[src/rtl/reg_dump_pkg.sv]
// Shared types and constants for the register dump block.
// Macro REG_DUMP_CHECKSUM_EN adds the trailing checksum state.
package reg_dump_pkg;

    localparam int BYTE_W       = 8;
    localparam int DEF_NUM_REGS = 4;

    typedef enum logic [2:0] {
        IDLE,
        FETCH,
        SEND,
`ifdef REG_DUMP_CHECKSUM_EN
        CKSUM,
`endif
        DONE
    } state_t;

endpackage

[src/rtl/reg_dump.sv]
// Streams NUM_REGS bytes read from an external register bank, one snapshot per FETCH.
// Macro REG_DUMP_CHECKSUM_EN appends an XOR checksum byte after the last register.
module reg_dump
    import reg_dump_pkg::*;
#(
    parameter int NUM_REGS = DEF_NUM_REGS,
    parameter int ADDR_W   = 2
) (
    input  logic              clk,
    input  logic              rst,
    input  logic              start,
    output logic [ADDR_W-1:0] r_addr,
    input  logic [BYTE_W-1:0] r_data,
    output logic [BYTE_W-1:0] out_data,
    output logic              out_valid,
    input  logic              out_ready,
    output logic              busy,
    output logic              done,
    output state_t            dbg_state
);

    // Stream handshake: a byte transfers on any rising edge where out_valid and
    // out_ready are both 1; once out_valid rises, it and out_data hold until then.

    localparam logic [ADDR_W-1:0] LAST_IDX = ADDR_W'(NUM_REGS - 1);

    state_t              state_q, state_d;
    logic [ADDR_W-1:0]   index_q, index_d;
    logic [BYTE_W-1:0]   data_q, data_d;
`ifdef REG_DUMP_CHECKSUM_EN
    logic [BYTE_W-1:0]   cksum_q, cksum_d;
`endif

    always_ff @(posedge clk) begin
        if (rst) begin
            state_q <= IDLE;
            index_q <= '0;
            data_q  <= '0;
`ifdef REG_DUMP_CHECKSUM_EN
            cksum_q <= '0;
`endif
        end else begin
            state_q <= state_d;
            index_q <= index_d;
            data_q  <= data_d;
`ifdef REG_DUMP_CHECKSUM_EN
            cksum_q <= cksum_d;
`endif
        end
    end

    always_comb begin
        state_d   = state_q;
        index_d   = index_q;
        data_d    = data_q;
`ifdef REG_DUMP_CHECKSUM_EN
        cksum_d   = cksum_q;
`endif
        out_valid = 1'b0;
        out_data  = data_q;
        busy      = 1'b1;
        done      = 1'b0;
        r_addr    = '0;

        case (state_q)
            IDLE: begin
                busy = 1'b0;
                if (start) begin
                    state_d = FETCH;
                    index_d = '0;
`ifdef REG_DUMP_CHECKSUM_EN
                    cksum_d = '0;
`endif
                end
            end
            FETCH: begin
                // Snapshot here so later bank writes cannot disturb the pending byte.
                r_addr  = index_q;
                data_d  = r_data;
                state_d = SEND;
            end
            SEND: begin
                r_addr    = index_q;
                out_valid = 1'b1;
                if (out_ready) begin
`ifdef REG_DUMP_CHECKSUM_EN
                    cksum_d = cksum_q ^ data_q;
`endif
                    if (index_q != LAST_IDX) begin
                        index_d = index_q + ADDR_W'(1);
                        state_d = FETCH;
                    end else begin
`ifdef REG_DUMP_CHECKSUM_EN
                        state_d = CKSUM;
`else
                        state_d = DONE;
`endif
                    end
                end
            end
`ifdef REG_DUMP_CHECKSUM_EN
            CKSUM: begin
                out_valid = 1'b1;
                out_data  = cksum_q;
                if (out_ready) state_d = DONE;
            end
`endif
            DONE: begin
                done    = 1'b1;
                state_d = IDLE;
            end
            default: state_d = IDLE;
        endcase
    end

    assign dbg_state = state_q;

endmodule

[config.mk]
export PLATFORM = sky130hd
export DESIGN_NAME = reg_dump
export DESIGN_NICKNAME = d
export VERILOG_FILES = /design/src/rtl/reg_dump_pkg.sv /design/src/rtl/reg_dump.sv
export SDC_FILE = /design/constraint.sdc
export NUM_CORES = 1
export LEC_CHECK = 0
export CAP_MARGIN = 5
export CORE_MARGIN = 2
export CORE_UTILIZATION = 43
export DETAILED_ROUTE_END_ITERATION = 10
export PLACE_DENSITY = 0.78
export SLEW_MARGIN = 40
export SYNTH_ARGS = -nofsm -noshare
export SYNTH_HDL_FRONTEND = slang
export SYNTH_SLANG_ARGS = --single-unit
[constraint.sdc]
create_clock -name clk -period 4.1 [get_ports clk]
set_input_delay 0.41 -clock clk [delete_from_list [all_inputs] [get_ports clk]]
set_output_delay 0.41 -clock clk [all_outputs]
set_load 0.005 [all_outputs]
==> flow_metrics.env, run 1 <==
export IMPL_area_growth_pct=46.8
export IMPL_path_clk_slew_ns=0.07
export IMPL_worst_slack_ns=1.92
export IMPL_hp_class="reg2reg"
export IMPL_die_w_microns=42.6
export IMPL_ys_top_cells_by_area="dfxtp_1, ha_1, mux2i_1"
export IMPL_antenna_found_initial=0
export IMPL_clock_sinks=12
export IMPL_async_flop_share=0
export IMPL_synth_flop_cell="dfxtp_1"
export IMPL_yosysMostFrequentCell="dfxtp_1"
export IMPL_start_kind="register"
export IMPL_final_hold_viol_count=0
export IMPL_p_leak_nw=0.390
export IMPL_ys_warn_count=0
export IMPL_cap_violations=0
export IMPL_tns_ns=0
export IMPL_rsz0062_at_grt="no"
export IMPL_io_pins=28
export IMPL_drc=0
export IMPL_hold_buffers=0
export IMPL_grt_usage=0.158
export IMPL_timing_final_crit_share=0.531
export IMPL_yosysTopAreaCell="dfxtp_1"
export IMPL_vias=528
export IMPL_drv_slew=0
export IMPL_critPathArrivalTime_ns=1.77
export IMPL_numPortBuffers=26
export IMPL_ctsLongestPathBuffers=2
export IMPL_crit_path_max_incr_delay_ns=0.49
export IMPL_drive_above_1_share=0.0652
export IMPL_fmax_ghz=0.459
export IMPL_grt_pass1_vias=488
export IMPL_fillers=118
export IMPL_cts_htree_levels=1
export IMPL_status="finished clean"
export IMPL_tritoncts="yes"
export IMPL_multi_input_area_sq_um=372
export IMPL_yosysSeqAreaShare=0.376
export IMPL_peakVddDrop_uv=312
export IMPL_finalPower_uw=392
export IMPL_synth_cells=65
export IMPL_wire_per_inst_microns=11.6
export IMPL_critPathBufInv=2
export IMPL_synth_top_area_frac=0.376
export IMPL_start_util=0.474
export IMPL_rows=13
export IMPL_cts_root_buffer="clkbuf_4"
export IMPL_avgSynthCellArea_sq_um=9.84
export IMPL_synth_edf_count=0
export IMPL_preCtsSetupSlack_ns=2.21
export IMPL_diodes=0
export IMPL_dpl_hpwl_microns=998
export IMPL_core_area_sq_um=1350
export IMPL_first_pass_iters=2
export IMPL_cts_setup_buffers=0
export IMPL_crit_family="buffers and inverters"
export IMPL_finalNetCount=113
export IMPL_via_per_inst=4.93
export IMPL_synth_fp_nets=85
export IMPL_dpl_cell_area_sq_um=902
export IMPL_fin_skew_ns=0.00758
export IMPL_design_area_sq_um=938
export IMPL_path_max_fanout=7
export IMPL_drtAntennaViolNets=0
export IMPL_ff_latch_area_sq_um=240
export IMPL_worstSetupPathType="reg2out"
export IMPL_mappedNetlistArea_sq_um=639
export IMPL_yosys_top_cells_count="dfxtp_1, mux2i_1, nor2_1, ha_1"
export IMPL_worst_endpoint_required_ns=3.69
export IMPL_drtIter0Drc=2
export IMPL_min_period_ns=2.18
export IMPL_gp_congestion=0.725
export IMPL_grt_ovfl_total=0
export IMPL_wirelength_microns=1240
export IMPL_fp_dieArea_sq_um=1810
export IMPL_synth_seq_cells=12
export IMPL_finalSetupViolations=0
export IMPL_cp_slowest_cell="clkdlybuf4s50_1"
export IMPL_crit_path_end_kind="output pin"
export IMPL_cts_resized=0
export IMPL_cts_buffers=3
export IMPL_die_h_microns=42.6
export IMPL_grt_pass1_wl_microns=2150
export IMPL_crit_chain="inv_1 > ha_1 > and2_1 > clkdlybuf4s50_1"
export IMPL_synth_cell_type_count=20
export IMPL_worstSkewPairLatency_ns=0.27
export IMPL_grt_max_degree=15
export IMPL_cellPowerDensity_nw_per_um2=418
==> state kept, by name, indices dropped and copies added (netlist names) <==
register	cells
index_q	2
dbg_state	2
out_data	8
==> worst paths after layout <==
| check | depth (start not counted) | slack [ns] | from | endpoint |
|---|---|---|---|---|
| setup / recovery | 4 | 1.92 | dbg_state[0] | r_addr[1] |
| hold reg to reg | 2 | 0.50 | index_q[1] | index_q[1] |
| setup reg to reg | 5 | 2.37 | dbg_state[0] | dbg_state[1] |
| hold / removal | 2 | 0.50 | index_q[1] | index_q[1] |
==> logic make-up (layout without fill, tap and decap cells) <==
logic type,after synthesis,count (layout),synth area share
buf+inv,6,33,0.0430
other cells,1,1,0.00587
simple gates,23,23,0.217
flops,12,12,0.376
fa+ha+maj,8,8,0.157
compound gates,5,5,0.0450
mux,10,10,0.157
==> layout make-up <==
| class | count | area share |
|---|---|---|
| clock buffers | 4 | 0.0387 |
| repair buffers | 26 | 0.277 |
| well taps | 15 | 0.0200 |
| inverters | 3 | 0.0120 |
| multi-input cells | 47 | 0.396 |
| flip-flops and latches | 12 | 0.256 |
==> power by group <==
| part | internal [mW] | total, mW | switching [mW] |
|---|---|---|---|
| Sequential | 0.134 | 0.148 | 0.0141 |
| Combinational | 0.0920 | 0.154 | 0.0624 |
| Clock | 0.0539 | 0.0897 | 0.0358 |
| Total | 0.280 | 0.392 | 0.112 |
==> metal layers <==
layer / vias to the layer above / track usage / part of all wire
met5: - / 0 / 0
met1: 246 / 0.184 / 0.43
met2: 13 / 0.268 / 0.52
li1: 269 / - / -
met3: 0 / 0.0776 / 0.048
met4: 0 / 0.0188 / 0
==> layout by cell type, fill, tap and decap left out, types with 2 or more instances in the layout <==
cell / Yosys / layout
inv_1: 3 / 3
or4_1: 3 / 3
nor2_1: 10 / 10
mux2i_1: 10 / 10
clkbuf_4: 0 / 3
ha_1: 8 / 8
and2_1: 2 / 2
dfxtp_1: 12 / 12
nand2b_1: 3 / 3
o21ai_0: 2 / 2
clkdlybuf4s50_1: 0 / 26
nor2b_4: 2 / 2
==> through the flow <==
step | hold WS (ns) | util | std cells
after floorplan | 0.460 | - | 65
after global placement | 0.473 | 0.668 | 103
final | 0.496 | 0.695 | 107
after detailed placement | 0.486 | 0.668 | 103
after global routing | 0.533 | 0.695 | 107
after CTS | 0.503 | 0.695 | 107
==> tightest hold or removal path, delay by kind of cell, from the launching register on <==
kind             cells  cell delay [ns]
and+or+nand+nor      1             0.07
DFF                  1             0.32
muxes                1             0.06
Power figures use the tool's default switching activity.
==> run 2, diff against run 1 <==
- CORE_ASPECT_RATIO: unset -> 1.2
- CORE_UTILIZATION: 43 -> 36
- PLACE_DENSITY: 0.78 -> 0.69
- clock period: 4.1 -> 1.8 ns (I/O delays scaled with it)
==> run 2 against run 1 <==
Net effect:
- cell area up 5.2%
- via count up 5.5%
- first-iteration DRC count unchanged
- flip-flop and latch count unchanged
- power up 140%
- combinational power rose to 2.7 times the previous value
- highest routed layer is now met4
==> flow_metrics.env, run 2 (synthesized netlist as in run 1, its figures left out) <==
export IMPL_finalPower_uw=959
export IMPL_die_h_microns=50.2
export IMPL_vias=557
export IMPL_p_switching_uw=283
export IMPL_diodes=0
export IMPL_worstSetupPathType="reg2out"
export IMPL_critPathArrivalTime_ns=1.53
export IMPL_fillers=154
export IMPL_gp_congestion=0.755
export IMPL_finalSetupViolations=0
export IMPL_final_hold_viol_count=0
export IMPL_combPwrFrac=0.432
export IMPL_start_util=0.389
export IMPL_drv_slew=0
export IMPL_antenna_found_initial=0
export IMPL_drive_above_1_share=0.156
export IMPL_die_w_microns=42.5
export IMPL_path_max_fanout=5
export IMPL_layout_commonest_cell="clkdlybuf4s50_1"
export IMPL_status="finished clean"
export IMPL_cts_resized=1
export IMPL_timing_final_crit_share=0.950
export IMPL_finalNetCount=117
export IMPL_start_kind="register"
export IMPL_drtAntennaViolNets=0
export IMPL_worst_endpoint_required_ns=1.62
export IMPL_grt_max_degree=11
export IMPL_cellPowerDensity_nw_per_um2=971
export IMPL_multi_input_area_sq_um=384
export IMPL_cts_root_buffer="clkbuf_4"
export IMPL_ctsLongestPathBuffers=2
export IMPL_crit_path_end_kind="output pin"
export IMPL_p_leak_nw=0.412
export IMPL_drc=0
export IMPL_core_area_sq_um=1640
export IMPL_grt_ovfl_total=0
export IMPL_fmax_ghz=0.585
export IMPL_cts_setup_buffers=0
export IMPL_clock_sinks=12
export IMPL_dpl_hpwl_microns=978
export IMPL_layout_common_cells="clkdlybuf4s50_1, nor2_1, mux2i_1, dfxtp_1, ha_1"
export IMPL_intPower_uw=676
export IMPL_area_growth_pct=54.4
export IMPL_ff_latch_area_sq_um=243
export IMPL_cts_buffers=3
export IMPL_hp_class="reg2reg"
export IMPL_hold_buffers=0
export IMPL_fp_dieArea_sq_um=2130
export IMPL_p_sw_frac=0.295
export IMPL_wirelength_microns=1260
export IMPL_peakVddDrop_uv=468
export IMPL_p_seq_frac=0.341
export IMPL_cap_violations=0
export IMPL_via_per_inst=4.89
export IMPL_tns_ns=0
export IMPL_grt_pass1_vias=528
export IMPL_pwr_share_clk=0.227
export IMPL_min_period_ns=1.71
export IMPL_worstSkewPairLatency_ns=0.27
export IMPL_numPortBuffers=26
export IMPL_grt_pass1_wl_microns=2190
export IMPL_wire_per_inst_microns=11.0
export IMPL_drtIter0Drc=2
export IMPL_grt_usage=0.136
export IMPL_first_pass_iters=3
export IMPL_cts_htree_levels=1
export IMPL_path_clk_slew_ns=0.08
export IMPL_io_pins=28
export IMPL_tritoncts="yes"
export IMPL_fin_skew_ns=0.00266
export IMPL_rsz0062_at_grt="no"
export IMPL_largest_reg_flops=8
export IMPL_rows=16
-- run 2: cell count changes in the layout (fill, tap and decap cells not counted), sizes merged --
cell,delta
buf,+4
-- run 2: per-layer routing --
layer  vias to the layer above  share of wire  track usage
met5                         -              0            0
met4                         0          0.018       0.0781
met3                         4          0.044       0.0324
met2                        13           0.51        0.226
met1                       263           0.43        0.158
li1                        277              -            -
-- run 2: cell type report --
type                       instances  share of cell area
sequential                        12               0.246
inverter                           3              0.0114
timing repair buffer              30               0.294
multi-input combinational         47               0.389
clock buffer                       4              0.0368
tap                               18              0.0228
-- run 2: worst paths after layout --
| path | from | endpoint | slack (ns) | cells past startpoint |
|---|---|---|---|---|
| min reg2reg | out_data[5] | out_data[5] | 0.50 | 2 |
| min | out_data[5] | out_data[5] | 0.50 | 2 |
| max | dbg_state[0] | r_addr[0] | 0.09 | 4 |
| max reg2reg | dbg_state[1] | dbg_state[1] | 0.25 | 5 |
-- run 2: power groups by stage --
| stage | Combinational (mW) | Clock [mW] | Sequential [mW] |
|---|---|---|---|
| final | 0.414 | 0.217 | 0.327 |
| after global routing | 0.461 | 0.237 | 0.333 |
| after CTS | 0.406 | 0.224 | 0.325 |
| after detailed placement | 0.402 | 0 | 0.330 |
| after global placement | 0.399 | 0 | 0.328 |
| after floorplan | 0.195 | 0 | 0.343 |
-- run 2: per-stage QoR --
step           instances  setup slack (ns)  utilization  hold slack (ns)  area [sq um]
2_1_floorplan         65             0.211            -            0.327           639
3_3_place_gp         110             0.297        0.570            0.472           936
3_5_place_dp         110             0.288        0.570            0.484           936
4_1_cts              114            0.0173        0.592            0.503           972
5_1_grt              114           0.00965        0.601            0.526           987
6_report             114            0.0908        0.601            0.496           987
-- run 2: critical path: stages, from the launching register on --
cell	delay (ns)
dfxtp_2	0.34
inv_2	0.07
ha_4	0.26
and2_1	0.11
clkdlybuf4s50_1	0.49
==> run 3, diff against run 2 <==
- CORE_AREA: unset -> 2 2 39 41
- CORE_ASPECT_RATIO: 1.2 -> unset
- CORE_MARGIN: 2 -> unset
- CORE_UTILIZATION: 36 -> unset
- DIE_AREA: unset -> 0 0 41 43
- DONT_BUFFER_PORTS: unset -> 1
- PLACE_DENSITY: 0.69 -> 0.61
==> run 3 against run 2 <==
Net effect:
- utilization decreased by 9.2 points
- first-iteration DRC count rose to 2.5 times the previous value
- die area is 17% lower
- clock power down 2%
- global-route usage up 1.0 points
- clock-buffer cell count is the same
- register-to-register slack worse by 0.06 ns
- critical path type is now reg2reg
==> flow_metrics.env, run 3 (synthesized netlist as in run 1, its figures left out) <==
export IMPL_cts_htree_levels=1
export IMPL_final_hold_viol_count=0
export IMPL_min_from="r_data[2]"
export IMPL_hp_class="in2reg"
export IMPL_core_area_sq_um=1380
export IMPL_preCtsSetupSlack_ns=0.215
export IMPL_diodes=0
export IMPL_worstSkewPairLatency_ns=0.27
export IMPL_drive_above_1_share=0.116
export IMPL_final_util=0.509
export IMPL_rows=14
export IMPL_timing_rr_start="dbg_state[1]"
export IMPL_fmax_ghz=0.619
export IMPL_finalSetupViolations=0
export IMPL_cellPowerDensity_nw_per_um2=1130
export IMPL_tritoncts="yes"
export IMPL_grt_pass1_vias=402
export IMPL_worst_slack_ns=0.186
export IMPL_layout_commonest_cell="dfxtp_1"
export IMPL_grt_ovfl_total=0
export IMPL_cts_root_buffer="clkbuf_4"
export IMPL_largest_reg_flops=8
export IMPL_holdWs_ns=0.0504
export IMPL_ctsLongestPathBuffers=2
export IMPL_die_h_microns=43
export IMPL_start_kind="register"
export IMPL_grt_max_degree=11
export IMPL_tns_ns=0
export IMPL_via_per_inst=5.20
export IMPL_drtAntennaViolNets=0
export IMPL_min_period_ns=1.61
export IMPL_finalPower_uw=798
export IMPL_first_pass_iters=4
export IMPL_ff_latch_area_sq_um=240
export IMPL_fin_skew_ns=0.00997
export IMPL_crit_path_end_kind="register"
export IMPL_io_pins=28
export IMPL_finalNetCount=90
export IMPL_crit_start="dbg_state[1]"
export IMPL_wire_per_inst_microns=12.5
export IMPL_grt_usage=0.147
export IMPL_design_area_sq_um=704
export IMPL_worst_endpoint_required_ns=2.01
export IMPL_wirelength_microns=1070
export IMPL_start_util=0.462
export IMPL_multi_input_area_sq_um=372
export IMPL_timing_final_crit_share=0.897
export IMPL_cap_violations=0
export IMPL_status="finished clean"
export IMPL_cts_setup_buffers=0
export IMPL_p_leak_nw=0.309
export IMPL_drv_slew=0
export IMPL_fp_dieArea_sq_um=1760
export IMPL_fillers=139
export IMPL_drtIter0Drc=5
export IMPL_cts_buffers=3
export IMPL_layout_common_cells="dfxtp_1, nor2_1, mux2i_1"
export IMPL_critPathArrivalTime_ns=1.82
export IMPL_stdcell_count=85
export IMPL_antenna_found_initial=0
export IMPL_path_clk_slew_ns=0.08
export IMPL_clock_sinks=12
export IMPL_dp_cells=80
export IMPL_die_w_microns=41
export IMPL_grt_pass1_wl_microns=1680
export IMPL_numPortBuffers=0
export IMPL_drc=0
export IMPL_path_max_fanout=6
export IMPL_rsz0062_at_grt="no"
export IMPL_peakVddDrop_uv=545
export IMPL_vias=442
export IMPL_worstSetupPathType="reg2reg"
export IMPL_gp_congestion=0.693
export IMPL_area_growth_pct=10.2
export IMPL_dpl_cell_area_sq_um=658
run 3: cell count changes in the layout (fill, tap and decap cells not counted), sizes merged:
cell | previous run | this run
clkdlybuf4s50 | 26 | 0
dlygate4sd3 | 0 | 1
buf | 4 | 2
run 3: repair_timing:
action / in CTS / in global routing
endpoints found under the setup margin: 0 / 0
hold endpoints to repair: 10 / 0
hold buffers: 1 / 0
gates resized for setup: 0 / 0
run 3: final timing paths:
check / cells past startpoint / slack (ns) / to
setup / recovery: 5 / 0.19 / dbg_state[1]
setup reg to reg: 5 / 0.19 / dbg_state[1]
hold reg to reg: 2 / 0.50 / index_q[1]
hold / removal: 2 / 0.05 / out_data[2]
run 3: routing by layer:
| metal | part of all wire | global-route usage | wire, microns | up-vias |
|---|---|---|---|---|
| li1 | - | - | - | 221 |
| met1 | 0.44 | 0.174 | 469 | 194 |
| met2 | 0.44 | 0.194 | 471 | 25 |
| met3 | 0.11 | 0.110 | 114 | 2 |
| met4 | 0.0094 | 0.0600 | 10 | 0 |
| met5 | 0 | 0 | 0 | - |
run 3: layout make-up:
type                    instances  share of cell area
repair buffers                  3              0.0355
clock buffers                   4              0.0515
well taps                      16              0.0284
inverters                       3              0.0160
multi-input cells              47               0.528
flip-flops and latches         12               0.341
run 3: critical path, cell delays in order (launching register included):
cell     delay [ns]
dfxtp_1        0.43
inv_1          0.12
ha_1           0.21
nor2b_4        0.14
or4_1          0.49
a31oi_1        0.16
run 3: where the power goes:
part	internal (mW)	switching, mW	leakage [nW]	total (mW)
sequential	0.305	0.0292	0.0980	0.334
combinational	0.121	0.130	0.190	0.251
clock	0.123	0.0899	0.0210	0.213
